--- src/rtl/mix_columns_engine_pkg.sv ---
`default_nettype none
// ============================================================================
// Module      : mix_columns_engine_pkg
// Description : Shared GF(2^8) helpers and constants for the AES column mixer.
//               Holds the state/column widths, the forward and inverse
//               MixColumns coefficient rows, the engine FSM encoding, and the
//               xtime / gf_mul functions. The field is reduced mod 0x11B.
// Ports       : none (package)
// Revision    : 1.0 - initial release
// ============================================================================
package mix_columns_engine_pkg;

    localparam int STATE_W  = 128;
    localparam int COL_W    = 32;
    localparam int NUM_COLS = STATE_W / COL_W;

    // First row of each matrix; row r is this row rotated right by r.
    localparam logic [7:0] c_FWD_COEF [4] = '{8'h02, 8'h03, 8'h01, 8'h01};
    localparam logic [7:0] c_INV_COEF [4] = '{8'h0e, 8'h0b, 8'h0d, 8'h09};

    typedef enum logic [1:0] {
        ST_IDLE = 2'd0,
        ST_BUSY = 2'd1,
        ST_DONE = 2'd2
    } state_t;

    function automatic logic [7:0] xtime(input logic [7:0] a);
        return {a[6:0], 1'b0} ^ (a[7] ? 8'h1b : 8'h00);
    endfunction

    // Shift-and-add multiply. Called only with constant coefficients, so it
    // folds down to a few xtime stages and XORs.
    function automatic logic [7:0] gf_mul(input logic [7:0] a, input logic [7:0] b);
        logic [7:0] acc;
        logic [7:0] p;
        acc = '0;
        p   = a;
        for (int i = 0; i < 8; i++) begin
            if (b[i]) begin
                acc = acc ^ p;
            end
            p = xtime(p);
        end
        return acc;
    endfunction

endpackage
`default_nettype wire

--- src/rtl/mix_columns_engine_mix_column_unit.sv ---
`default_nettype none
// ============================================================================
// Module      : mix_column_unit
// Description : Purely combinational MixColumns / InvMixColumns on a single
//               32-bit column. Byte 0 of the column sits in bits [31:24].
// Ports       : i_col  in  32  column to mix
//               i_inv   in   1  1 = InvMixColumns, 0 = MixColumns
//               o_col  out  32  mixed column, same byte order as i_col
// Revision    : 1.0 - initial release
// ============================================================================
module mix_column_unit
    import mix_columns_engine_pkg::*;
(
    input  logic [COL_W-1:0] i_col,
    input  logic             i_inv,
    output logic [COL_W-1:0] o_col
);

    logic [7:0] w_a [4];
    logic [7:0] w_o [4];

    assign w_a[0] = i_col[31:24];
    assign w_a[1] = i_col[23:16];
    assign w_a[2] = i_col[15:8];
    assign w_a[3] = i_col[7:0];

    // Output byte r = XOR over j of coef[j] * a[(r+j) mod 4]; both directions
    // are built from constant multiplies and the mode picks one.
    always_comb begin
        logic [7:0] v_f;
        logic [7:0] v_i;
        for (int r = 0; r < 4; r++) begin
            v_f = '0;
            v_i = '0;
            for (int j = 0; j < 4; j++) begin
                v_f = v_f ^ gf_mul(w_a[2'(r + j)], c_FWD_COEF[2'(j)]);
                v_i = v_i ^ gf_mul(w_a[2'(r + j)], c_INV_COEF[2'(j)]);
            end
            w_o[r] = i_inv ? v_i : v_f;
        end
    end

    assign o_col = {w_o[0], w_o[1], w_o[2], w_o[3]};

endmodule
`default_nettype wire

--- src/rtl/mix_columns_engine.sv ---
`default_nettype none
// ============================================================================
// Module      : mix_columns_engine
// Description : Multi-cycle AES MixColumns / InvMixColumns engine on one
//               128-bit state, COLS_PER_CYCLE columns per clock, with
//               valid/ready handshakes on both sides.
//               Byte b of the state occupies bits [127-8b -: 8], i.e. byte 0
//               is the most significant byte; column c is bytes 4c..4c+3.
// Ports       : clk        in    1  clock, rising edge
//               rst_n      in    1  asynchronous active-low reset
//               in_valid   in    1  in_data / in_inv valid
//               in_ready  out    1  engine can accept a block
//               in_data    in  128  input state
//               in_inv     in    1  1 = InvMixColumns, 0 = MixColumns
//               out_valid out    1  out_data holds a finished block
//               out_ready  in    1  downstream accepts out_data
//               out_data  out  128  mixed state
// Revision    : 1.0 - initial release
// ============================================================================
module mix_columns_engine
    import mix_columns_engine_pkg::*;
#(
    parameter int COLS_PER_CYCLE = 1,   // 1, 2 or 4
    parameter bit SUPPORT_FWD    = 1'b1 // 0: inverse-only, in_inv ignored
) (
    input  logic               clk,
    input  logic               rst_n,
    input  logic               in_valid,
    output logic               in_ready,
    input  logic [STATE_W-1:0] in_data,
    input  logic               in_inv,
    output logic               out_valid,
    input  logic               out_ready,
    output logic [STATE_W-1:0] out_data
);

    localparam int         N_CYC  = NUM_COLS / COLS_PER_CYCLE;
    localparam logic [1:0] c_LAST = 2'(N_CYC - 1);

    state_t           r_state;
    logic [1:0]       r_cnt;
    logic             r_inv;
    logic             r_out_valid;
    logic [COL_W-1:0] r_src [NUM_COLS];
    logic [COL_W-1:0] r_res [NUM_COLS];

    logic [1:0]          w_idx     [COLS_PER_CYCLE];
    logic [COL_W-1:0]    w_col_in  [COLS_PER_CYCLE];
    logic [COL_W-1:0]    w_col_out [COLS_PER_CYCLE];
    logic [NUM_COLS-1:0] w_hit;
    logic [COL_W-1:0]    w_next    [NUM_COLS];
    logic                w_accept;

    // Combinational so a block can be accepted in the same cycle the
    // previous one retires.
    assign in_ready  = (r_state == ST_IDLE) | ((r_state == ST_DONE) & out_ready);
    assign w_accept  = in_valid & in_ready;
    assign out_valid = r_out_valid;

    // Unit k works on column cnt*CPC + k. For CPC=4 the cast multiplier is 0
    // and cnt never leaves 0, so the index reduces to k.
    for (genvar k = 0; k < COLS_PER_CYCLE; k++) begin : g_unit
        assign w_idx[k]    = r_cnt * 2'(COLS_PER_CYCLE) + 2'(k);
        assign w_col_in[k] = r_src[w_idx[k]];

        mix_column_unit u_mix (
            .i_col (w_col_in[k]),
            .i_inv (r_inv),
            .o_col (w_col_out[k])
        );
    end

    // Column c is produced by unit (c mod CPC) on counter value c / CPC.
    for (genvar c = 0; c < NUM_COLS; c++) begin : g_col
        localparam int         K    = c % COLS_PER_CYCLE;
        localparam logic [1:0] SLOT = 2'(c / COLS_PER_CYCLE);

        assign w_hit[c]  = (r_cnt == SLOT);
        assign w_next[c] = w_col_out[K];
        assign out_data[STATE_W-1-COL_W*c -: COL_W] = r_res[c];
    end

    always_ff @(posedge clk or negedge rst_n) begin
        if (!rst_n) begin
            r_state     <= ST_IDLE;
            r_cnt       <= '0;
            r_inv       <= 1'b0;
            r_out_valid <= 1'b0;
            for (int c = 0; c < NUM_COLS; c++) begin
                r_src[c] <= '0;
                r_res[c] <= '0;
            end
        end else begin
            case (r_state)
                ST_IDLE: begin
                    if (w_accept) begin
                        r_state <= ST_BUSY;
                        r_cnt   <= '0;
                    end
                end
                ST_BUSY: begin
                    for (int c = 0; c < NUM_COLS; c++) begin
                        if (w_hit[c]) begin
                            r_res[c] <= w_next[c];
                        end
                    end
                    if (r_cnt == c_LAST) begin
                        r_state     <= ST_DONE;
                        r_out_valid <= 1'b1;
                        r_cnt       <= '0;
                    end else begin
                        r_cnt <= r_cnt + 2'd1;
                    end
                end
                ST_DONE: begin
                    if (out_ready) begin
                        r_out_valid <= 1'b0;
                        r_cnt       <= '0;
                        r_state     <= w_accept ? ST_BUSY : ST_IDLE;
                    end
                end
                default: begin
                    r_state     <= ST_IDLE;
                    r_out_valid <= 1'b0;
                end
            endcase

            // w_accept is only possible in IDLE or a retiring DONE, so the
            // capture can sit outside the state decode.
            if (w_accept) begin
                r_inv <= SUPPORT_FWD ? in_inv : 1'b1;
                for (int c = 0; c < NUM_COLS; c++) begin
                    r_src[c] <= in_data[STATE_W-1-COL_W*c -: COL_W];
                end
            end
        end
    end

endmodule
`default_nettype wire
--- config.mk ---
export PLATFORM = sky130hd
export DESIGN_NAME = mix_columns_engine
export DESIGN_NICKNAME = d
export VERILOG_FILES = /design/src/rtl/mix_columns_engine_pkg.sv /design/src/rtl/mix_columns_engine_mix_column_unit.sv /design/src/rtl/mix_columns_engine.sv
export SDC_FILE = /design/constraint.sdc
export NUM_CORES = 1
export LEC_CHECK = 0
export BUFFER_PORTS_ARGS = -buffer_cell sky130_fd_sc_hd__buf_2
export CAP_MARGIN = 20
export CORE_AREA = 2 2 101 103
export CTS_BUF_LIST = sky130_fd_sc_hd__clkbuf_2 sky130_fd_sc_hd__clkbuf_4 sky130_fd_sc_hd__clkbuf_8
export CTS_CLUSTER_SIZE = 12
export DETAILED_ROUTE_END_ITERATION = 12
export DIE_AREA = 0 0 103 105
export GPL_TIMING_DRIVEN = 0
export PLACE_DENSITY_LB_ADDON = 0.05
export SETUP_SLACK_MARGIN = 0.05
export SYNTH_ARGS = -nofsm -noshare
export SYNTH_HDL_FRONTEND = slang
export SYNTH_SLANG_ARGS = --single-unit
--- constraint.sdc ---
create_clock -name clk -period 1.8 [get_ports clk]
set_clock_uncertainty 0.2 [all_clocks]
set_input_delay 0.09 -clock clk [delete_from_list [all_inputs] [get_ports clk]]
set_output_delay 0.09 -clock clk [all_outputs]
set_load 0.05 [all_outputs]
* After elaboration in Yosys (flattened, before gate mapping)
Cells that the tools add are included.
Operators by class: bitwise gates (word level) 4, add/sub/neg operators 1, reduce and logical (&&, ||, !) cells 5, equality and inequality tests 6, mux-type cells 12
Operator list (number):
- $mux W2 | 6
- $pmux W2 S3 | 2
- $reduce_and A3 Y1 | 3
- $ne A2 B2 Y1 const B | 3
- $eq A2 B2 Y1 const B | 2
- $mux W1 | 3
- $pmux W1 S3 | 1
- $reduce_bool A3 Y1 | 1
- $add A2 B1 Y2 const B | 1
- $and A1 B1 Y1 | 2
- $eq A2 B1 Y1 const B | 1
- $logic_not A2 Y1 | 1
- $not A1 Y1 | 1
- $or A1 B1 Y1 | 1
Word-level totals: bits of input ports 133, output and inout bits 130, bits in registers 5, logic and storage cells 31

* Depth between registers and ports, before layout
depth in word-level cells 7, depth in mapped cells 4, mapped depth without buffers 4

* Modules after synthesis
From an unflattened synthesis, not the netlist that was laid out.
Unflattened totals: cell total of the unflattened synthesis 648, area total of the unflattened synthesis 10857.9 um^2
Modules (own cells, without submodules):
- mix_columns_engine | cells an instance 615, area each 10613.9 um^2, seq. area each 6556.3 um^2, instances 1
- mix_column_unit | cells an instance 33, area each 244.0 um^2, seq. area each 0.0 um^2, instances 1

* Worst setup path after synthesis
No wires, ideal clock.
path kind register to output, from register r_state[0], to output in_ready, slack 0.253 ns, data required time 1.510 ns, stages on the path, launching flop included 3, buffers on the path 1, arrival 1.257 ns, cell sequence dfrtp_1 -> buf_2 -> a21oi_1
On the way: longest elaborated chain between the ends 3, elaborated cells between the ends (all ways) 4, classes of those cells eq/ne (1); bitwise (2); reduce/logical (1)
RTL lines:
- from (decl) | RTL line mix_columns_engine.sv:40 | state_t r_state;
- from (signal assigned) | RTL line mix_columns_engine.sv:119 | r_state <= w_accept ? ST_BUSY : ST_IDLE;
- $eq A2 B2 Y1 | RTL line mix_columns_engine.sv:56 | assign in_ready = (r_state == ST_IDLE) | ((r_state == ST_DONE) & out_ready);
- $and A1 B1 Y1 | RTL line mix_columns_engine.sv:56
- $or A1 B1 Y1 * | RTL line mix_columns_engine.sv:56
- to (decl) | RTL line mix_columns_engine.sv:29 | output logic in_ready,
Every way passes the cells marked *; elsewhere a longest branch is shown, timed or not.

* Final worst setup path
from register r_state[0], to register r_state[0]
On the way: longest elaborated chain between the ends 7, elaborated cells between the ends (all ways) 13, classes of those cells eq/ne (5); mux (3); bitwise (3); reduce/logical (2)
RTL lines:
- $eq A2 B2 Y1 | RTL line mix_columns_engine.sv:56, mix_columns_engine.sv:94
- $and A1 B1 Y1 | RTL line mix_columns_engine.sv:56
- $or A1 B1 Y1 | RTL line mix_columns_engine.sv:56
- $and A1 B1 Y1 | RTL line mix_columns_engine.sv:57 | assign w_accept = in_valid & in_ready;
- $mux W1 | RTL line mix_columns_engine.sv:119
- $mux W2 | RTL line mix_columns_engine.sv:116 | if (out_ready) begin
- $pmux W2 S3 | RTL line mix_columns_engine.sv:94 | case (r_state)
Several ways; a longest one is shown, not always the timed one. The select of a mux whose other input is x is not followed. A chain may end at the register's enable or synchronous reset.

==> metrics.yaml <==
status:
  status: "completed"
final_layout:
  multi_input_area_sq_um: 594.3
  drive_above_1_share_pct: 47.32
  area_growth_pct: 61.48
  final_cell_area_sq_um: 1988
  fin_nets: 433
  fillers: 1144
  layout_common_cells: "128 x buf_4, 128 x conb_1, 6 x buf_2"
  antenna_cells: 0
  register_area_sq_um: 125.1
  fin_util_pct: 20.63
die:
  fp.dieW_microns: 103
  coreArea_sq_um: 9639
  start_util_pct: 12.77
  dieArea_sq_um: 10820
  rows: 36
  io_pins: 263
  dieHeight_microns: 105
grt:
  grt_pass1_vias: 766
  globalRoute.totalOverflow: 0
  grt_pass1_wl_microns: 3132
  use_met3_pct: 3.411
  grt_max_degree: 11
  grt_most_used_layer: "met2"
  grt_use_met1_pct: 3.340
  use_met2_pct: 5.705
  antenna_found_initial: 0
  grtUsageTotal_pct: 3.678
sta:
  slew_viol_final: 0
  final.setup.tns_ps: 0
  holdWs_ps: 18.92
  setup_slack_ps: 242.8
  finalHoldViolCount: 0
  timing.fmax_mhz: 642.2
  setup_viol: 0
  fin_crit_ps: 1557
  period_share_pct: 86.51
  rsz0062_at_grt: "no"
min_path:
  hold_class: "input pin to asynchronous set/reset pin"
setup_path:
  arrival_ps: 1510
  critPathLaunchType: "flop"
  worstPathRequired_ps: 1750
  path_max_fanout: 10
  worstReg2RegEnd: "r_state[0]$_DFFE_PN0P_"
  r2r_start: "r_state[0]$_DFFE_PN0P_"
  worstSetupPathType: "flop to flop"
  ff2ff_path_depth: 4
  r2r_slack_ps: 240
  setup.worst_path.end_class: "flop"
place:
  postPlaceCellArea_sq_um: 1899
  pre_cts_ws_ps: 307.7
  port_buffers: 5
  place.gp.congestion: 0.6257
  hpwl_microns: 2176
clock_tree:
  clkSinkCount: 5
  h-tree-depth: 1
  numCtsBuffers: 3
  cts_tree: "built"
  clock-root-buffer: "clkbuf_8"
  post-cts-setup-buffers: 0
  clk-insertion-delay-late_ps: 220
  clk_pin_slew_worst_paths_ps: 40
  cts_buffer_depth: 2
routing:
  via_count: 933
  firstDrtPassIters: 4
  dr.first_iter.drc_count: 26
  routed_via_density: 2.165
  wl_per_cell_microns: 5.332
  ant_nets: 0
  wirelength_microns: 2298
  drc: 0
synthesis:
  yosys.area.top_type_share_pct: 78.05
  synth_seq_cells: 5
  yosysSeqAreaShare_pct: 10.16
  avgSynthCellArea_sq_um: 7.792
  synth_cells: 158
  ys_top_cells_by_area: "buf_4 78%, dfrtp_1 10%, o21ai_1 1.6%, nand2_1 1.2%, nand3b_1 1.2%"
  synth_area_sq_um: 1231
  synth_warnings: 0
  ys_types: 16
  yosysTopAreaCell: "buf_4"
pwr:
  powerDensity_nw_per_um2: 806.1
  worst_ir_drop_vdd_mv: 0.2135
  power_leakage_uw: 0.001297
flow_run:
  drv_cap: 0
[flip-flops by register name (all words and copies together) (netlist names)]
| register | cells |
|---|---|
| r_cnt | 2 |
| out_valid | 1 |
| r_state | 2 |
[power by group]
part / leakage [uW] / internal [uW] / total [uW] / switching (uW)
clock network: 0.0000262 / 168 / 232 / 64.1
logic: 0.00121 / 336 / 1170 / 838
registers: 0.0000597 / 168 / 197 / 29.3
total: 0.00130 / 671 / 1600 / 931
[worst max-delay path by stage]
stage | to | startpoint | depth (start not counted) | slack [ps]
floorplan | in_ready | r_state[0]$_DFFE_PN0P_ | 2 | 250
global placement | r_cnt[0]$_DFFE_PN0P_ | r_cnt[0]$_DFFE_PN0P_ | 3 | 320
detailed placement | r_cnt[0]$_DFFE_PN0P_ | r_cnt[0]$_DFFE_PN0P_ | 3 | 310
CTS | r_state[0]$_DFFE_PN0P_ | r_state[0]$_DFFE_PN0P_ | 4 | 230
global route | r_state[0]$_DFFE_PN0P_ | r_state[0]$_DFFE_PN0P_ | 4 | 170
finish | r_state[0]$_DFFE_PN0P_ | r_state[0]$_DFFE_PN0P_ | 4 | 240
[through the flow]
| step | power (uW) | cells |
|---|---|---|
| 2_1_floorplan | 1274 | 285 |
| 3_3_place_gp | 1348 | 423 |
| 3_5_place_dp | 1349 | 423 |
| 4_1_cts | 1591 | 431 |
| 5_1_grt | 1685 | 431 |
| 6_report | 1603 | 431 |
[logic make-up (layout without fill, tap and decap cells)]
family	after synthesis	after routing	share of synthesized area (%)
DFF	5	5	10.16
and+or+nand+nor	9	9	4.166
AOI/OAI and AO/OA	9	9	4.065
adders and majority gates	1	1	1.016
buffers and inverters	133	146	80.28
other	1	128	0.3046
[cell usage after synthesis, drive strengths merged]
cell type / instances
inv: 3
o21ai: 6
nand3b: 2
a21oi: 2
o22ai: 1
conb: 1
buf: 130
ha: 1
or4b: 1
nor2: 2
dfrtp: 5
nand2: 4
[timing repair]
action / in CTS / in global routing
resized for setup: 0 / 0
hold buffers: 4 / 0
hold endpoints to repair: 8 / 0
[critical path: stages (launching register included)]
cell,delay (ps)
dfrtp_1,350
buf_2,160
nand3b_1,150
dlygate4sd3_1,550
o21ai_1,70
[final cells by class]
type,count,area share (%)
buffer,130,49.15
multi-input combinational,147,29.89
tap,133,8.370
sequential,5,6.293
timing repair buffer,9,3.272
clock buffer,4,2.454
inverter,3,0.5664
[per-layer routing]
layer | up-vias | share of wire [%]
met1 | 317 | 33
met4 | 0 | 1.2
met3 | 5 | 29
met2 | 102 | 36
met5 | - | 0
li1 | 509 | -
(Power assumes the default switching activity.)
